File: src/rtl/i2s_tdm_xcvr.sv
// i2s_tdm_xcvr: I2S/TDM audio transceiver. Derives sclk/lrck from mclk,
// deserialises NUM_CH slots from sdi into rx_data and serialises tx_data
// frames onto sdo, with a one-deep tx holding register and underrun flag.
// Ports: mclk/rst (async, active-high); tx_data/tx_vld/tx_rdy (frame in,
// ch0 in low bits); rx_data/rx_vld (frame out, one-cycle pulse); underrun;
// lrck/sclk/sdo (registered serial outputs); sdi (serial in).
// Option: define I2S_XCVR_LOOPBACK_EN to add the loopback input (after sdi)
// which makes the receiver shift from the internal sdo register.
module i2s_tdm_xcvr #(
    parameter int DATA_W   = 24,
    parameter int SLOT_W   = 32,
    parameter int NUM_CH   = 2,
    parameter int MCLK_DIV = 4,
    parameter int TDM      = 0
) (
    input  logic                     mclk,
    input  logic                     rst,
    input  logic [NUM_CH*DATA_W-1:0] tx_data,
    input  logic                     tx_vld,
    output logic                     tx_rdy,
    output logic [NUM_CH*DATA_W-1:0] rx_data,
    output logic                     rx_vld,
    output logic                     underrun,
    output logic                     lrck,
    output logic                     sclk,
    input  logic                     sdi,
`ifdef I2S_XCVR_LOOPBACK_EN
    input  logic                     loopback,
`endif
    output logic                     sdo
);
    localparam int FRAME = NUM_CH * SLOT_W;
    localparam int TW    = NUM_CH * DATA_W;
    localparam int DCW   = $clog2(MCLK_DIV);
    localparam int PW    = $clog2(FRAME);
    localparam int IW    = $clog2(TW);

    localparam logic [DCW-1:0] DIV_LAST = DCW'(MCLK_DIV - 1);
    localparam logic [DCW-1:0] DIV_HALF = DCW'(MCLK_DIV / 2);
    localparam logic [PW-1:0]  P_LAST   = PW'(FRAME - 1);

    logic [DCW-1:0] div_cnt;
    logic [DCW-1:0] div_nxt;
    logic [PW-1:0]  pos;
    logic [PW-1:0]  pos_nxt;
    logic           fall;
    logic           rise;
    logic           frame_start;
    logic           accept;
    logic           starve;
    logic           rx_last;
    logic           rx_bit;
    logic           sdo_nxt;
    logic           lrck_nxt;
    logic           hold_full;
    logic           primed;
    logic [TW-1:0]  hold;
    logic [TW-1:0]  tx_frame;
    logic [TW-1:0]  tx_src;
    logic [TW-1:0]  rx_buf;
    logic [TW-1:0]  rx_buf_nxt;
    logic [IW-1:0]  tx_idx;
    logic [IW-1:0]  rx_idx;
    int             tx_ch;
    int             tx_b;
    int             rx_ch;
    int             rx_b;

    assign fall        = (div_cnt == DIV_LAST);
    assign rise        = (div_cnt == DIV_HALF);
    assign div_nxt     = fall ? '0 : div_cnt + 1'b1;
    assign pos_nxt     = (pos == P_LAST) ? '0 : pos + 1'b1;
    assign frame_start = fall && (pos == '0);
    assign accept      = tx_vld && !hold_full;
    assign rx_last     = rise && (pos == P_LAST);
    assign tx_rdy      = ~hold_full;

`ifdef I2S_XCVR_LOOPBACK_EN
    assign rx_bit = loopback ? sdo : sdi;
`else
    assign rx_bit = sdi;
`endif

    // Outputs are computed for the position being entered (pos_nxt);
    // the receiver works on the current position.
    always_comb begin
        tx_ch  = int'(pos_nxt) / SLOT_W;
        tx_b   = int'(pos_nxt) % SLOT_W;
        rx_ch  = int'(pos) / SLOT_W;
        rx_b   = int'(pos) % SLOT_W;
        starve = 1'b0;
        tx_src = tx_frame;
        // Frame start: pending word first, else a same-cycle accept
        // bypasses the holding register, else send silence.
        if (frame_start) begin
            if (hold_full) begin
                tx_src = hold;
            end else if (accept) begin
                tx_src = tx_data;
            end else begin
                tx_src = '0;
                starve = 1'b1;
            end
        end
        // Slot bit b (1..DATA_W) carries sample bit DATA_W-b.
        tx_idx  = IW'(tx_ch * DATA_W + DATA_W - tx_b);
        sdo_nxt = 1'b0;
        if (tx_b >= 1 && tx_b <= DATA_W) begin
            sdo_nxt = tx_src[tx_idx];
        end
        lrck_nxt = (TDM != 0) ? (pos_nxt == '0) : tx_ch[0];
        rx_idx     = IW'(rx_ch * DATA_W + DATA_W - rx_b);
        rx_buf_nxt = rx_buf;
        if (rise && rx_b >= 1 && rx_b <= DATA_W) begin
            rx_buf_nxt[rx_idx] = rx_bit;
        end
    end

    always_ff @(posedge mclk or posedge rst) begin
        if (rst) begin
            div_cnt   <= '0;
            pos       <= '0;
            sclk      <= 1'b0;
            lrck      <= 1'b0;
            sdo       <= 1'b0;
            hold      <= '0;
            hold_full <= 1'b0;
            tx_frame  <= '0;
            underrun  <= 1'b0;
            rx_buf    <= '0;
            rx_data   <= '0;
            rx_vld    <= 1'b0;
            primed    <= 1'b0;
        end else begin
            div_cnt  <= div_nxt;
            sclk     <= (div_nxt >= DIV_HALF);
            underrun <= starve;
            rx_buf   <= rx_buf_nxt;
            rx_vld   <= rx_last && primed;
            if (fall) begin
                pos  <= pos_nxt;
                lrck <= lrck_nxt;
                sdo  <= sdo_nxt;
            end
            if (frame_start) begin
                tx_frame  <= tx_src;
                hold_full <= 1'b0;
            end else if (accept) begin
                hold      <= tx_data;
                hold_full <= 1'b1;
            end
            // The frame in flight at reset release is not published.
            if (rx_last) begin
                primed <= 1'b1;
                if (primed) begin
                    rx_data <= rx_buf_nxt;
                end
            end
        end
    end
endmodule

File: config.mk
export PLATFORM = sky130hd
export DESIGN_NAME = i2s_tdm_xcvr
export DESIGN_NICKNAME = d
export VERILOG_FILES = /design/src/rtl/i2s_tdm_xcvr.sv
export SDC_FILE = /design/constraint.sdc
export NUM_CORES = 1
export LEC_CHECK = 0
export CAP_MARGIN = 15
export CELL_PAD_IN_SITES_DETAIL_PLACEMENT = 0
export CELL_PAD_IN_SITES_GLOBAL_PLACEMENT = 1
export CORE_ASPECT_RATIO = 1.75
export CORE_MARGIN = 2
export CORE_UTILIZATION = 41
export DETAILED_ROUTE_END_ITERATION = 8
export PLACE_DENSITY_LB_ADDON = 0.1
export SYNTH_ARGS = -nofsm -noshare
export SYNTH_HDL_FRONTEND = slang
export SYNTH_SLANG_ARGS = --single-unit
File: constraint.sdc
create_clock -name mclk -period 7.6 [get_ports mclk]
set_clock_uncertainty 0.1 [all_clocks]
set_input_delay 2.28 -clock mclk [delete_from_list [all_inputs] [get_ports mclk]]
set_output_delay 2.28 -clock mclk [all_outputs]
set_load 0.02 [all_outputs]
-- Word-level counts from Yosys, hierarchy flattened
Cells that the tools add are included.
- bits in registers: 207
- input port bits: 52
- output and inout port bits: 54
- logic and storage cells: 64
- $add $sub $neg: 6
- $mul: 2
- $lt $le $gt $ge: 8
- eq/ne operators: 3
- mux-type cells: 17
- bitwise logic cells: 2
- reduce and logical (&&, ||, !) cells: 13
- operators by type and width (operator ; number):
    2-to-1 mux 48 bit ; 4
    bitwise mux 48 bit ; 1
    less-than comparator 6 x 7 -> 1 bit (second input constant) ; 2
    adder 6 x 5 -> 6 bit (second input constant) ; 2
    subtractor 6 x 5 -> 6 bit ; 2
    >= comparator 5 x 1 -> 1 bit (second input constant) ; 2
    less-or-equal comparator 5 bit (second input constant) ; 2
    logical AND 1 bit ; 8
    2-to-1 mux 1 bit ; 8
    adder 6 x 1 -> 6 bit (second input constant) ; 1
    binary-select mux 1 bit (select 6 bit) ; 1
    demux 1 bit (select 6 bit) ; 1
    == test 6 bit (second input constant) ; 1
    >= comparator 6 x 1 -> 1 bit (second input constant) ; 1
    logical NOT 6 bit ; 1
    multiplier 1 x 2 -> 3 bit (second input constant) ; 2
    2-to-1 mux 6 bit ; 1
    == test 2 bit (second input constant) ; 2
    AND reduction 2 bit ; 2
    adder 2 x 1 -> 2 bit (second input constant) ; 1
    >= comparator 2 bit (second input constant) ; 1
    2-to-1 mux 2 bit ; 1
    inverter 1 bit ; 2
    nonzero test 2 bit ; 1
    logical NOT 1 bit ; 1

-- Longest topological paths before layout
- depth in word-level cells: 9
- mapped depth: 14
- gate-level depth less buffers: 13

-- Least setup slack after synthesis
Ideal clock, no wire load.
- path type: input -> register
- from: in tx_vld
- to: reg sdo
- library setup time: 0.135 ns
- data arrival time: 3.610 ns
- required time: 7.365 ns
- slack: 3.755 ns
- cell stages on the path: 8
- path buffers: 1
- cell sequence: nor2b_1 buf_2 a22oi_1 nor2_1 o32a_1 o211a_1 o41ai_2 o211ai_1
- cells in the longest elaborated chain, start to end: 7
- RTL lines (item ; line ; RTL):
    start, declared ; 19 ; input logic tx_vld,
    logical AND 1 bit ; 74 ; assign accept = tx_vld && !hold_full;
    2-to-1 mux 48 bit ; 98 ; end else if (accept) begin
    2-to-1 mux 48 bit ; 96 ; if (hold_full) begin
    2-to-1 mux 48 bit ; 95 ; if (frame_start) begin
    binary-select mux 1 bit (select 6 bit) ; 109 ; sdo_nxt = tx_src[tx_idx];
    2-to-1 mux 1 bit (implied by the code) ; 109 ;
    2-to-1 mux 1 bit ; 108 ; if (tx_b >= 1 && tx_b <= DATA_W) begin
    end signal, assigned ; 143 ; sdo <= sdo_nxt;
    end, declared ; 30 ; output logic sdo
No other way between the ends. The select of a mux whose other input is x is not followed.
A chain may end at the register's enable or synchronous reset.

-- Worst setup path in the final report
Same ends and word-level chain as after synthesis.

==> qor.csv <==
stage;metric;value;unit
job;drv_cap;0;
yosys;yosysWarnings;0;
detailed_routing;routedWlPerCell;19.3;µm
yosys;synth_xor_area_share;0.730;%
timing;finalHoldViolCount;0;
clock_tree;clockBufferDepth;3;
global_route;grt.total_usage;19.6;%
clock_tree;cts_setup_buffers;0;
floorplan;design.core.area;23100;µm²
timing;setup_viol;0;
timing;maxSlewHeadroom;24.9;%
place;placed_area;10900;µm²
yosys;synth_simple_gate_area_share;8.45;%
place;post-dp-hpwl;16700;µm
critical_path;worstPathArrival;4.92;ns
floorplan;initial_utilization;41.5;%
finish;area_growth;20.7;%
critical_path;worstPathMaxFanout;40;
clock_tree;cts_resized;0;
timing;report.final.slew_viol_count;0;
critical_path;worst_setup_path_end_kind;register;
timing;fin_crit;4.61;ns
clock_tree;clock-sinks;205;
yosys;ys_seq_elements;205;
yosys;synth_area;9600;µm²
clock_tree;insertion_delay;0.50;ns
clock_tree;cts-buffers-inserted;20;
floorplan;fp.dieH;206;µm
finish;fillCellCount;2109;
yosys;synthArstFlopShare;100;%
finish;drive_above_1_share;22.1;%
global_route;grt_first_pass_wirelength;38500;µm
detailed_routing;drt_iter0_drc;266;
outcome;status;complete, no violations;
clock_tree;path_clk_slew;0.07;ns
place;numPortBuffers;105;
yosys;synth_top_flop_cell;dfrtp_1;
detailed_routing;dr_wl_met2;13500;µm
yosys;synth_nets;902;
detailed_routing;route.layer.met1.wl;8610;µm
power_and_ir_drop;powerDensity;205;nW/µm²
detailed_routing;wl_met3;883;µm
clock_tree;ctsHoldBuffers;0;
detailed_routing;ant_nets;0;
yosys;synth-edff-count;0;
clock_tree;root_buffer;clkbuf_16;
yosys;synth_top_family_by_area;multiplexers;
critical_path;start_kind;input port;
finish;diodes;0;
global_route;grt_max_degree;122;
detailed_routing;top_layer_used;met4;
global_route;grt_pass1_vias;7328;
timing;fmax;0.217;GHz
timing;worst_slew_pin_slew;1.13;ns
worst_hold_path;whs_path_depth;1;
finish;seq_area;5130;µm²
yosys;yosysSeqAreaShare;53.5;%
critical_path;worstSetupPathType;in2reg;
critical_path;reg2regPathDepth;7;
clock_tree;htreeDepth;1;
finish;final_util;50.0;%
floorplan;die_x;120;µm
detailed_routing;vias_per_cell;5.50;
yosys;synth_mux_area_share;17.0;%
floorplan;rows;74;
yosys;syn_area_per_cell;11.5;µm²
worst_hold_path;min_path_type;reg2reg;
timing;rsz0062_at_grt;false;
detailed_routing;routed_wl;23700;µm
floorplan;die_area;24700;µm²
detailed_routing;post-route-drc-count;0;
global_route;grt.overflow.total;0;
finish;finish.instance_area;11600;µm²
critical_path;cp_data_required_time;7.91;ns
power_and_ir_drop;peakVddDrop;175;µV
clock_tree;cts_tree;yes;
floorplan;ios;106;
detailed_routing;firstDrtPassIters;4;
power_and_ir_drop;power.leakage;5.02;nW
timing;period_share;60.7;%
finish;final_nets;980;
detailed_routing;dr_total_vias;6774;
place;place_congestion;0.835;
yosys;syn_inst;835;
finish;multi_input_comb_area;4140;µm²
yosys;synth_cell_types;64;
timing;setup_tns;0;ns
yosys;synth_compound_area_share;14.8;%
yosys;synth_adder_area_share;1.96;%
global_route;grt_antenna_before_repair;0;
==> metal layers <==
metal / vias to the layer above / global-route usage, %
met5: - / 0
met4: 0 / 7.23
met3: 43 / 2.59
met2: 134 / 38.6
met1: 3392 / 21.0
li1: 3205 / -
==> state kept, by name, indices dropped and copies added (netlist names) <==
| register | count |
|---|---|
| rx_vld | 1 |
| pos | 5 |
| lrck | 1 |
| tx_frame | 48 |
| underrun | 1 |
| rx_data | 48 |
| hold | 48 |
| rx_buf | 48 |
| primed | 1 |
| sdo | 1 |
| div_cnt | 2 |
| hold_full | 1 |
==> area by class of cell <==
cell class,count,area share [%]
clock inverter,8,0.594
inverter,20,0.681
multi-input combinational,550,35.7
sequential,205,44.3
tap,304,3.29
timing repair buffer,116,10.1
clock buffer,28,5.28
==> through the flow <==
step / hold WS, ns / power (mW) / setup WS [ns] / cells
after floorplan: 0.320 / 1.30 / 2.56 / 835
after global placement: 0.332 / 1.36 / 2.44 / 1193
after detailed placement: 0.335 / 1.37 / 2.32 / 1193
after CTS: 0.351 / 2.41 / 2.83 / 1229
after global routing: 0.367 / 2.47 / 2.76 / 1231
final: 0.348 / 2.37 / 2.99 / 1231
==> where the power goes <==
group	leakage (nW)	switching, mW	internal (mW)
Combinational	2.02	0.0835	0.0874
Clock	0.345	0.426	0.597
Sequential	2.65	0.0251	1.15
Total	5.02	0.534	1.84
==> placed cells by master, fill, tap and decap left out, types with 4 or more instances in the layout <==
master,instances
clkbuf_16,21
inv_1,17
a22oi_1,40
a21oi_1,27
clkinv_2,6
and2_1,7
o221ai_1,8
o211ai_1,12
a211oi_1,8
nand2b_1,6
clkbuf_8,6
xnor2_1,6
nand3_1,17
o21ai_1,4
a221oi_1,4
or2_2,4
nor2_1,49
nor2b_1,4
ha_1,15
clkdlybuf4s50_1,105
nor3_1,4
mux2_2,141
dfrtp_1,204
buf_4,8
nand2_1,46
a31oi_1,13
o22ai_1,4
o21ai_0,70
==> logic make-up (layout without fill, tap and decap cells) <==
logic type / count (synthesis) / after routing
AO/OA/AOI/OAI: 218 / 218
XOR/XNOR: 8 / 8
adder cells (fa/ha/maj): 15 / 15
buffers and inverters: 80 / 172
flip-flops: 205 / 205
multiplexers: 144 / 144
AND/OR/NAND/NOR: 165 / 165
==> cell usage after synthesis, types with 13 or more instances <==
master / instances / share of area (%)
a22oi_1: 40 / 3.1
nor2_1: 49 / 1.9
buf_2: 20 / 1.0
ha_1: 15 / 2.0
a31oi_1: 13 / 0.85
nand2_1: 47 / 1.8
mux2_2: 141 / 17
dfrtp_1: 205 / 53
o21ai_0: 70 / 3.7
inv_1: 18 / 0.70
nand3_1: 17 / 0.89
clkbuf_1: 30 / 1.2
a21oi_1: 27 / 1.4
==> final timing paths <==
check                              end    from  slack [ns]
min in group asynchronous   rx_buf[32]     rst        1.98
max in group asynchronous   rx_data[5]     rst        4.22
max reg2reg                rx_data[26]  pos[0]        3.65
min reg2reg                     primed  primed        0.35
min                             primed  primed        0.35
max                                sdo  tx_vld        2.99
==> worst max-delay path, stage by stage <==
cell	delay, ns
clkdlybuf4s50_1	0.76
nor2b_2	0.23
buf_4	0.39
a22oi_1	0.13
o21ai_0	0.36
o221ai_1	0.19
a21oi_1	0.27
o41ai_2	0.11
o211ai_1	0.18
Note: power is estimated with default switching activity, not from simulation.
